$ cat config.mk
export PLATFORM = sky130hd
export DESIGN_NAME = cmd_rx_flat
export DESIGN_NICKNAME = d
export VERILOG_FILES = /design/src/rtl/cmd_rx_if.sv /design/src/rtl/cmd_rx.sv /design/src/flat_wrapper.sv
export SDC_FILE = /design/constraint.sdc
export NUM_CORES = 1
export LEC_CHECK = 0
export CORE_UTILIZATION = 46
export DETAILED_ROUTE_END_ITERATION = 16
export GPL_TIMING_DRIVEN = 0
export SYNTH_ARGS = -nofsm -noshare
export SYNTH_HDL_FRONTEND = slang
export SYNTH_SLANG_ARGS = --single-unit
$ cat constraint.sdc
create_clock -name clk -period 3.15 [get_ports clk]
set_clock_uncertainty 0.05 [all_clocks]
set_input_delay 0.63 -clock clk [delete_from_list [all_inputs] [get_ports clk]]
set_output_delay 0.63 -clock clk [all_outputs]
set_load 0.01 [all_outputs]
$ cat src/rtl/cmd_rx_if.sv
// rtl/cmd_rx_if.sv - MII receive and command-issue signal bundle for cmd_rx
interface cmd_rx_if;
    logic [3:0]  mii_D;
    logic        mii_DV;
    logic [19:0] command;
    logic [2:0]  opcode;
    logic        strobe;
    logic [7:0]  seqnum;
    logic        tx_strobe;
    logic [7:0]  rx_good;
    logic [7:0]  rx_bad;
    logic        busy;

    modport slave (
        input  mii_D, mii_DV,
        output command, opcode, strobe, seqnum, tx_strobe, rx_good, rx_bad, busy
    );

    modport master (
        output mii_D, mii_DV,
        input  command, opcode, strobe, seqnum, tx_strobe, rx_good, rx_bad, busy
    );
endinterface

$ cat src/rtl/cmd_rx.sv
// rtl/cmd_rx.sv - MII command frame receiver with FCS check and paced toggle-strobe command issue
module cmd_rx #(
    parameter int          NCMD  = 4,
    parameter int          GAP   = 8,
    parameter logic [15:0] ETYPE = 16'h5555
) (
    input  logic     clk,
    input  logic     rst_n,
    cmd_rx_if.slave  bus
);
    localparam int          SW      = $clog2(NCMD + 1);
    localparam int          GW      = $clog2(GAP);
    localparam logic [7:0]  NIB     = 8'(2 * (20 + 4 * NCMD));
    localparam logic [6:0]  WEND    = 7'(16 + 4 * NCMD);
    localparam logic [SW-1:0] SLOT_END = SW'(NCMD);
    localparam logic [GW-1:0] GAP_M1   = GW'(GAP - 1);
    localparam logic [31:0] RESIDUE = 32'hDEBB20E3;

    typedef enum logic [1:0] {S_IDLE, S_PRE, S_BODY, S_DROP} rx_state_t;

    rx_state_t   state;
    logic [3:0]  d_r;
    logic        dv_r;
    logic [7:0]  cnt;
    logic [31:0] crc;
    logic [31:0] crc_nx;
    logic [3:0]  lo_nib;
    logic [7:0]  type_lo;
    logic [7:0]  stage_seq;
    logic [22:0] stage [NCMD];
    logic [22:0] iss [NCMD];

    logic [SW-1:0] slot_q;
    logic [GW-1:0] wait_q;
    logic [22:0]   cur;

    logic [19:0] command_q;
    logic [2:0]  opcode_q;
    logic        strobe_q;
    logic [7:0]  seqnum_q;
    logic        tx_strobe_q;
    logic [7:0]  rx_good_q;
    logic [7:0]  rx_bad_q;
    logic        busy_q;

    logic [6:0] byte_idx;
    logic [6:0] woff;
    logic [7:0] byte_val;
    logic       in_words;
    logic       type_bad;

    // Reflected CRC-32, one bit per step, LSB of the nibble first
    always_comb begin
        crc_nx = crc;
        for (int i = 0; i < 4; i++) begin
            crc_nx = (crc_nx >> 1) ^ (((crc_nx[0] ^ d_r[i]) != 1'b0) ? 32'hEDB88320 : 32'h0);
        end
    end

    always_comb begin
        byte_idx = cnt[7:1];
        woff     = byte_idx - 7'd16;
        byte_val = {d_r, lo_nib};
        in_words = (byte_idx >= 7'd16) && (byte_idx < WEND);
        type_bad = (cnt == 8'd27) && ({byte_val, type_lo} != ETYPE);
    end

    always_comb begin
        cur = '0;
        for (int w = 0; w < NCMD; w++) begin
            if (slot_q == w[SW-1:0]) cur = iss[w];
        end
    end

    always_ff @(posedge clk or negedge rst_n) begin
        if (!rst_n) begin
            state       <= S_IDLE;
            d_r         <= '0;
            dv_r        <= 1'b0;
            cnt         <= '0;
            crc         <= '1;
            lo_nib      <= '0;
            type_lo     <= '0;
            stage_seq   <= '0;
            for (int w = 0; w < NCMD; w++) begin
                stage[w] <= '0;
                iss[w]   <= '0;
            end
            slot_q      <= '0;
            wait_q      <= '0;
            command_q   <= '0;
            opcode_q    <= '0;
            strobe_q    <= 1'b0;
            seqnum_q    <= '0;
            tx_strobe_q <= 1'b0;
            rx_good_q   <= '0;
            rx_bad_q    <= '0;
            busy_q      <= 1'b0;
        end else begin
            d_r  <= bus.mii_D;
            dv_r <= bus.mii_DV;

            case (state)
                S_IDLE: begin
                    if (dv_r) state <= (d_r == 4'h5) ? S_PRE : S_DROP;
                end
                S_PRE: begin
                    if (!dv_r) begin
                        state    <= S_IDLE;
                        rx_bad_q <= rx_bad_q + 8'd1;
                    end else if (d_r == 4'hD) begin
                        state <= S_BODY;
                        cnt   <= '0;
                        crc   <= '1;
                    end else if (d_r != 4'h5) begin
                        state <= S_DROP;
                    end
                end
                S_BODY: begin
                    if (dv_r) begin
                        crc <= crc_nx;
                        cnt <= cnt + 8'd1;
                        if (!cnt[0]) begin
                            lo_nib <= d_r;
                        end else begin
                            if (byte_idx == 7'd12) type_lo <= byte_val;
                            if (byte_idx == 7'd14) stage_seq <= byte_val;
                            for (int w = 0; w < NCMD; w++) begin
                                if (in_words && woff[6:2] == w[4:0]) begin
                                    case (woff[1:0])
                                        2'd0:    stage[w][7:0]   <= byte_val;
                                        2'd1:    stage[w][15:8]  <= byte_val;
                                        2'd2:    stage[w][22:16] <= byte_val[6:0];
                                        default: ;
                                    endcase
                                end
                            end
                        end
                        if (type_bad || cnt == NIB) state <= S_DROP;
                    end else begin
                        // Single commit point per frame: either good or bad, never both
                        state <= S_IDLE;
                        if (cnt == NIB && crc == RESIDUE && !busy_q) begin
                            for (int w = 0; w < NCMD; w++) iss[w] <= stage[w];
                            seqnum_q  <= stage_seq;
                            rx_good_q <= rx_good_q + 8'd1;
                            busy_q    <= 1'b1;
                            slot_q    <= '0;
                            wait_q    <= '0;
                        end else begin
                            rx_bad_q <= rx_bad_q + 8'd1;
                        end
                    end
                end
                S_DROP: begin
                    if (!dv_r) begin
                        state    <= S_IDLE;
                        rx_bad_q <= rx_bad_q + 8'd1;
                    end
                end
                default: state <= S_IDLE;
            endcase

            if (busy_q) begin
                if (wait_q != '0) begin
                    wait_q <= wait_q - 1'b1;
                end else if (slot_q == SLOT_END) begin
                    tx_strobe_q <= ~tx_strobe_q;
                    busy_q      <= 1'b0;
                    slot_q      <= '0;
                end else begin
                    slot_q <= slot_q + 1'b1;
                    if (cur[22:20] != 3'd0) begin
                        command_q <= cur[19:0];
                        opcode_q  <= cur[22:20];
                        strobe_q  <= ~strobe_q;
                        wait_q    <= GAP_M1;
                    end
                end
            end
        end
    end

    assign bus.command   = command_q;
    assign bus.opcode    = opcode_q;
    assign bus.strobe    = strobe_q;
    assign bus.seqnum    = seqnum_q;
    assign bus.tx_strobe = tx_strobe_q;
    assign bus.rx_good   = rx_good_q;
    assign bus.rx_bad    = rx_bad_q;
    assign bus.busy      = busy_q;
endmodule

$ cat src/flat_wrapper.sv
// flat-port wrapper written by rule: the top's interface ports become plain ports
module cmd_rx_flat 
#(
    parameter int          NCMD  = 4,
    parameter int          GAP   = 8,
    parameter logic [15:0] ETYPE = 16'h5555
)
  (clk, rst_n, bus_mii_D, bus_mii_DV, bus_command, bus_opcode, bus_strobe, bus_seqnum, bus_tx_strobe, bus_rx_good, bus_rx_bad, bus_busy);
  cmd_rx_if bus_i ();
  input  logic clk;
  input  logic rst_n;
  input wire logic [$bits(bus_i.mii_D)-1:0] bus_mii_D;
  input wire logic [$bits(bus_i.mii_DV)-1:0] bus_mii_DV;
  output wire logic [$bits(bus_i.command)-1:0] bus_command;
  output wire logic [$bits(bus_i.opcode)-1:0] bus_opcode;
  output wire logic [$bits(bus_i.strobe)-1:0] bus_strobe;
  output wire logic [$bits(bus_i.seqnum)-1:0] bus_seqnum;
  output wire logic [$bits(bus_i.tx_strobe)-1:0] bus_tx_strobe;
  output wire logic [$bits(bus_i.rx_good)-1:0] bus_rx_good;
  output wire logic [$bits(bus_i.rx_bad)-1:0] bus_rx_bad;
  output wire logic [$bits(bus_i.busy)-1:0] bus_busy;
  assign bus_i.mii_D = bus_mii_D;
  assign bus_i.mii_DV = bus_mii_DV;
  assign bus_command = bus_i.command;
  assign bus_opcode = bus_i.opcode;
  assign bus_strobe = bus_i.strobe;
  assign bus_seqnum = bus_i.seqnum;
  assign bus_tx_strobe = bus_i.tx_strobe;
  assign bus_rx_good = bus_i.rx_good;
  assign bus_rx_bad = bus_i.rx_bad;
  assign bus_busy = bus_i.busy;
  cmd_rx #(.NCMD(NCMD), .GAP(GAP), .ETYPE(ETYPE)) u_core (.clk(clk), .rst_n(rst_n), .bus(bus_i));
endmodule
==> run summary <==
Reg2reg start -> u_core.crc[5]$_DFFE_PN1P_
Share of power burned in registers -> 45.5%
Final hold violations -> 0
Vias -> 7926
Critical Path RT -> 3500 ps
Number of global-route vias before repair -> 8103
Initial detailed-routing violation count -> 446
Fin area -> 15400 sq um
Synthesized flop and latch total -> 307
CP Class -> flip-flop to flip-flop
Worst Tran Pin Value -> 889 ps
Pwr dens -> 668 nW/um^2
Crit path time final -> 2970 ps
Ports -> 57
Max-slew violation count -> 0
Clock root buffer master -> clkbuf_16
RR Endpoint -> u_core.bus.seqnum[6]$_DFFE_PN0P_
Commonest cells after routing, fill and taps aside -> 275 x dfrtp_1, 228 x mux2_2, 55 x clkdlybuf4s50_1
Avg Inst Size Synth -> 13.5 sq um
Clk slew on worst S/H paths -> 60 ps
Synth warn -> 0
DRC viols -> 0
Die ar. -> 29100 sq um
GPL Wtd Cong -> 0.796
Startpoint types -> flip-flop
Clock network power share -> 40.0%
Worst setup startpoint -> u_core.crc[5]$_DFFE_PN1P_
Row count -> 61
Leakage Power -> 0.00720 uW
Most common cell after layout, fill and taps aside -> dfrtp_1
GRT Util Overall -> 20.9%
Routed Antenna Nets -> 0
HP Class -> input port to async pin
RSZ-0062 raised after global routing -> false
CP max FO -> 10
CTS H-Tree Depth -> 2
Synth Flop Type -> dfrtp_1
PortBufs -> 56
TritonCTS clock tree -> done
Async SR Flop Fraction -> 100%
# setup viols final -> 0
Global route overflow -> 0
Status -> complete, no violations
Setup bufs post-CTS -> 0
Placed Area -> 14200 sq um
Final #Nets -> 1081
CP Capture Point -> u_core.bus.seqnum[6]$_DFFE_PN0P_
Reg2reg setup slack -> 180 ps
Peak supply drop -> 0.000516 V
# diodes -> 0
Post-Place Cells -> 1404
Core Box Area -> 27900 sq um
Hold buffers post-CTS -> 0
Starting Density -> 47.0%
Fin worst setup slack -> 178 ps
Layout cells sized above 1 -> 32.8%
Sink Count -> 307
WP data arrival -> 3320 ps
Max Cap Viol -> 0
FILL cells -> 2375
Total power -> 10300 uW
Sw Ratio -> 26.6%
Slew margin rel. -> 40.7%
Routed wire length per instance -> 19.5 microns
Number of flops mapped to enable cells by yosys -> 0
Clock buffer count from CTS -> 35
Min Hold Slack -> 135 ps
Pre-CTS WS -> -96.5 ps
Vias per cell -> 5.40
Initial antenna violation count -> 1
Drt first pass iters -> 4
Reg2Reg Depth -> 7
Crit path capture type -> flip-flop
WL final -> 28.7 mm
Finished Layout Cells -> 1468
Post-synth design cell area -> 13100 sq um
Syn Inst Count -> 968
Max Clk Rate -> 0.336 GHz
First-pass GRT wire length -> 46.3 mm
Part of the Yosys area used for sequential elements -> 59.0%
Dpl hpwl -> 19.0 mm
P_int -> 7560 uW
Syn Nets -> 986
P_sw -> 2730 uW
Die X -> 171 microns
Area growth syn-to-layout -> 17.6%
Max Root-Sink Buffers -> 3
Skew-Pair Late Insertion Delay -> 520 ps
Synth cell types -> 56
Comb pwr share -> 14.5%
Final Cycle Share -> 94.4%
Die Y -> 171 microns
Largest net degree at the start of global routing -> 114
## power groups by stage
stage	combinational [uW]	clock (uW)	sequential, uW
2_1_floorplan	1040	0	4650
3_3_place_gp	1480	0	4760
3_5_place_dp	1500	0	4750
4_1_cts	1510	4220	4690
5_1_grt	1660	4370	4730
6_report	1490	4110	4690
## per-layer routing
metal / share of wire (%) / wire length [microns] / GRT usage [%] / up-vias
li1: - / - / - / 3633
met1: 47 / 13500 / 29.6 / 4139
met2: 47 / 13600 / 33.6 / 105
met3: 3.4 / 961 / 2.85 / 49
met4: 2.1 / 610 / 5.99 / 0
met5: 0 / 0 / 0 / -
## repair_timing
action,CTS,global route
resized for setup,1,1
endpoints found under the setup margin,14,8
pin swaps,0,1
## Yosys cell counts, types with 4 or more instances
library cell | n | area share [%]
nor2b_1 | 4 | 0.19
nand3_1 | 10 | 0.38
buf_2 | 11 | 0.42
buf_4 | 4 | 0.23
buf_6 | 4 | 0.34
nand2_1 | 48 | 1.4
nor2_1 | 32 | 0.92
dfstp_2 | 32 | 6.4
nor3_1 | 7 | 0.27
a221o_1 | 20 | 1.5
o2111ai_1 | 5 | 0.33
inv_1 | 15 | 0.43
mux2_2 | 228 | 20
dfrtp_1 | 275 | 53
ha_1 | 11 | 1.1
xor2_1 | 18 | 1.2
o22a_1 | 15 | 1.0
nand2b_1 | 9 | 0.43
a21oi_1 | 19 | 0.73
and2_1 | 5 | 0.24
o21ai_0 | 54 | 2.1
mux2_4 | 7 | 0.80
xnor2_1 | 37 | 2.5
nand4_1 | 6 | 0.29
and3_1 | 4 | 0.19
clkbuf_1 | 33 | 0.95
nand3b_1 | 5 | 0.29
## worst max-delay path, stage by stage (launching register included)
cell and delay [ps]:
dfstp_2 540, or4bb_1 520, nor4_1 440, and4_1 270, buf_2 210, buf_6 210, buf_4 260, mux2_2 360
## registers in the layout (all words and copies together), names as in the netlist
signal / count
u_core.bus.command: 20
u_core.stage: 92
u_core.state: 2
u_core.bus.rx_good: 8
u_core.bus.strobe: 1
u_core.bus.opcode: 3
u_core.type_lo: 8
u_core.wait_q: 3
u_core.bus.tx_strobe: 1
u_core.dv_r: 1
u_core.bus.rx_bad: 8
u_core.lo_nib: 4
u_core.bus.seqnum: 8
u_core.stage_seq: 8
u_core.bus.busy: 1
u_core.iss: 92
u_core.crc: 32
u_core.cnt: 8
u_core.d_r: 4
u_core.slot_q: 3
## stage by stage
step,utilization (%),setup TNS (ps)
floorplan,-,0
global placement,50.7,-3593620
detailed placement,50.9,-1180
CTS,55.3,0
global route,55.3,0
finish,55.3,0
## area by class of cell
| cell class | instances | area (sq um) | area share (%) |
|---|---|---|---|
| plain buffers | 52 | 254 | 1.65 |
| clock buffers | 55 | 1080 | 7.03 |
| clock inverters | 9 | 110 | 0.715 |
| inverters | 16 | 60.1 | 0.390 |
| multi-input cells | 593 | 5080 | 33.0 |
| flip-flops and latches | 307 | 7720 | 50.1 |
| well taps | 378 | 473 | 3.07 |
| repair buffers | 58 | 621 | 4.03 |
## kinds of logic after synthesis
family          count (synthesis)  synth area share (%)
compound gates                125                  6.35
xor+xnor                       56                  3.80
fa+ha+maj                      11                  1.05
buf+inv                        68                  2.40
flops                         307                  59.0
mux                           238                  20.6
simple gates                  163                  6.78
## worst min path at each step
| stage | from | end | slack (ps) | depth (start not counted) |
|---|---|---|---|---|
| global placement | u_core.bus.strobe$_DFFE_PN0P_ | u_core.bus.strobe$_DFFE_PN0P_ | 400 | 1 |
| detailed placement | u_core.bus.strobe$_DFFE_PN0P_ | u_core.bus.strobe$_DFFE_PN0P_ | 410 | 1 |
| global route | rst_n | u_core.bus.strobe$_DFFE_PN0P_ | 210 | 1 |
| finish | rst_n | u_core.bus.strobe$_DFFE_PN0P_ | 140 | 1 |
| floorplan | rst_n | u_core.bus.busy$_DFF_PN0_ | 280 | 0 |
| CTS | rst_n | u_core.bus.tx_strobe$_DFFE_PN0P_ | 170 | 1 |
Power figures use the tool's default switching activity.
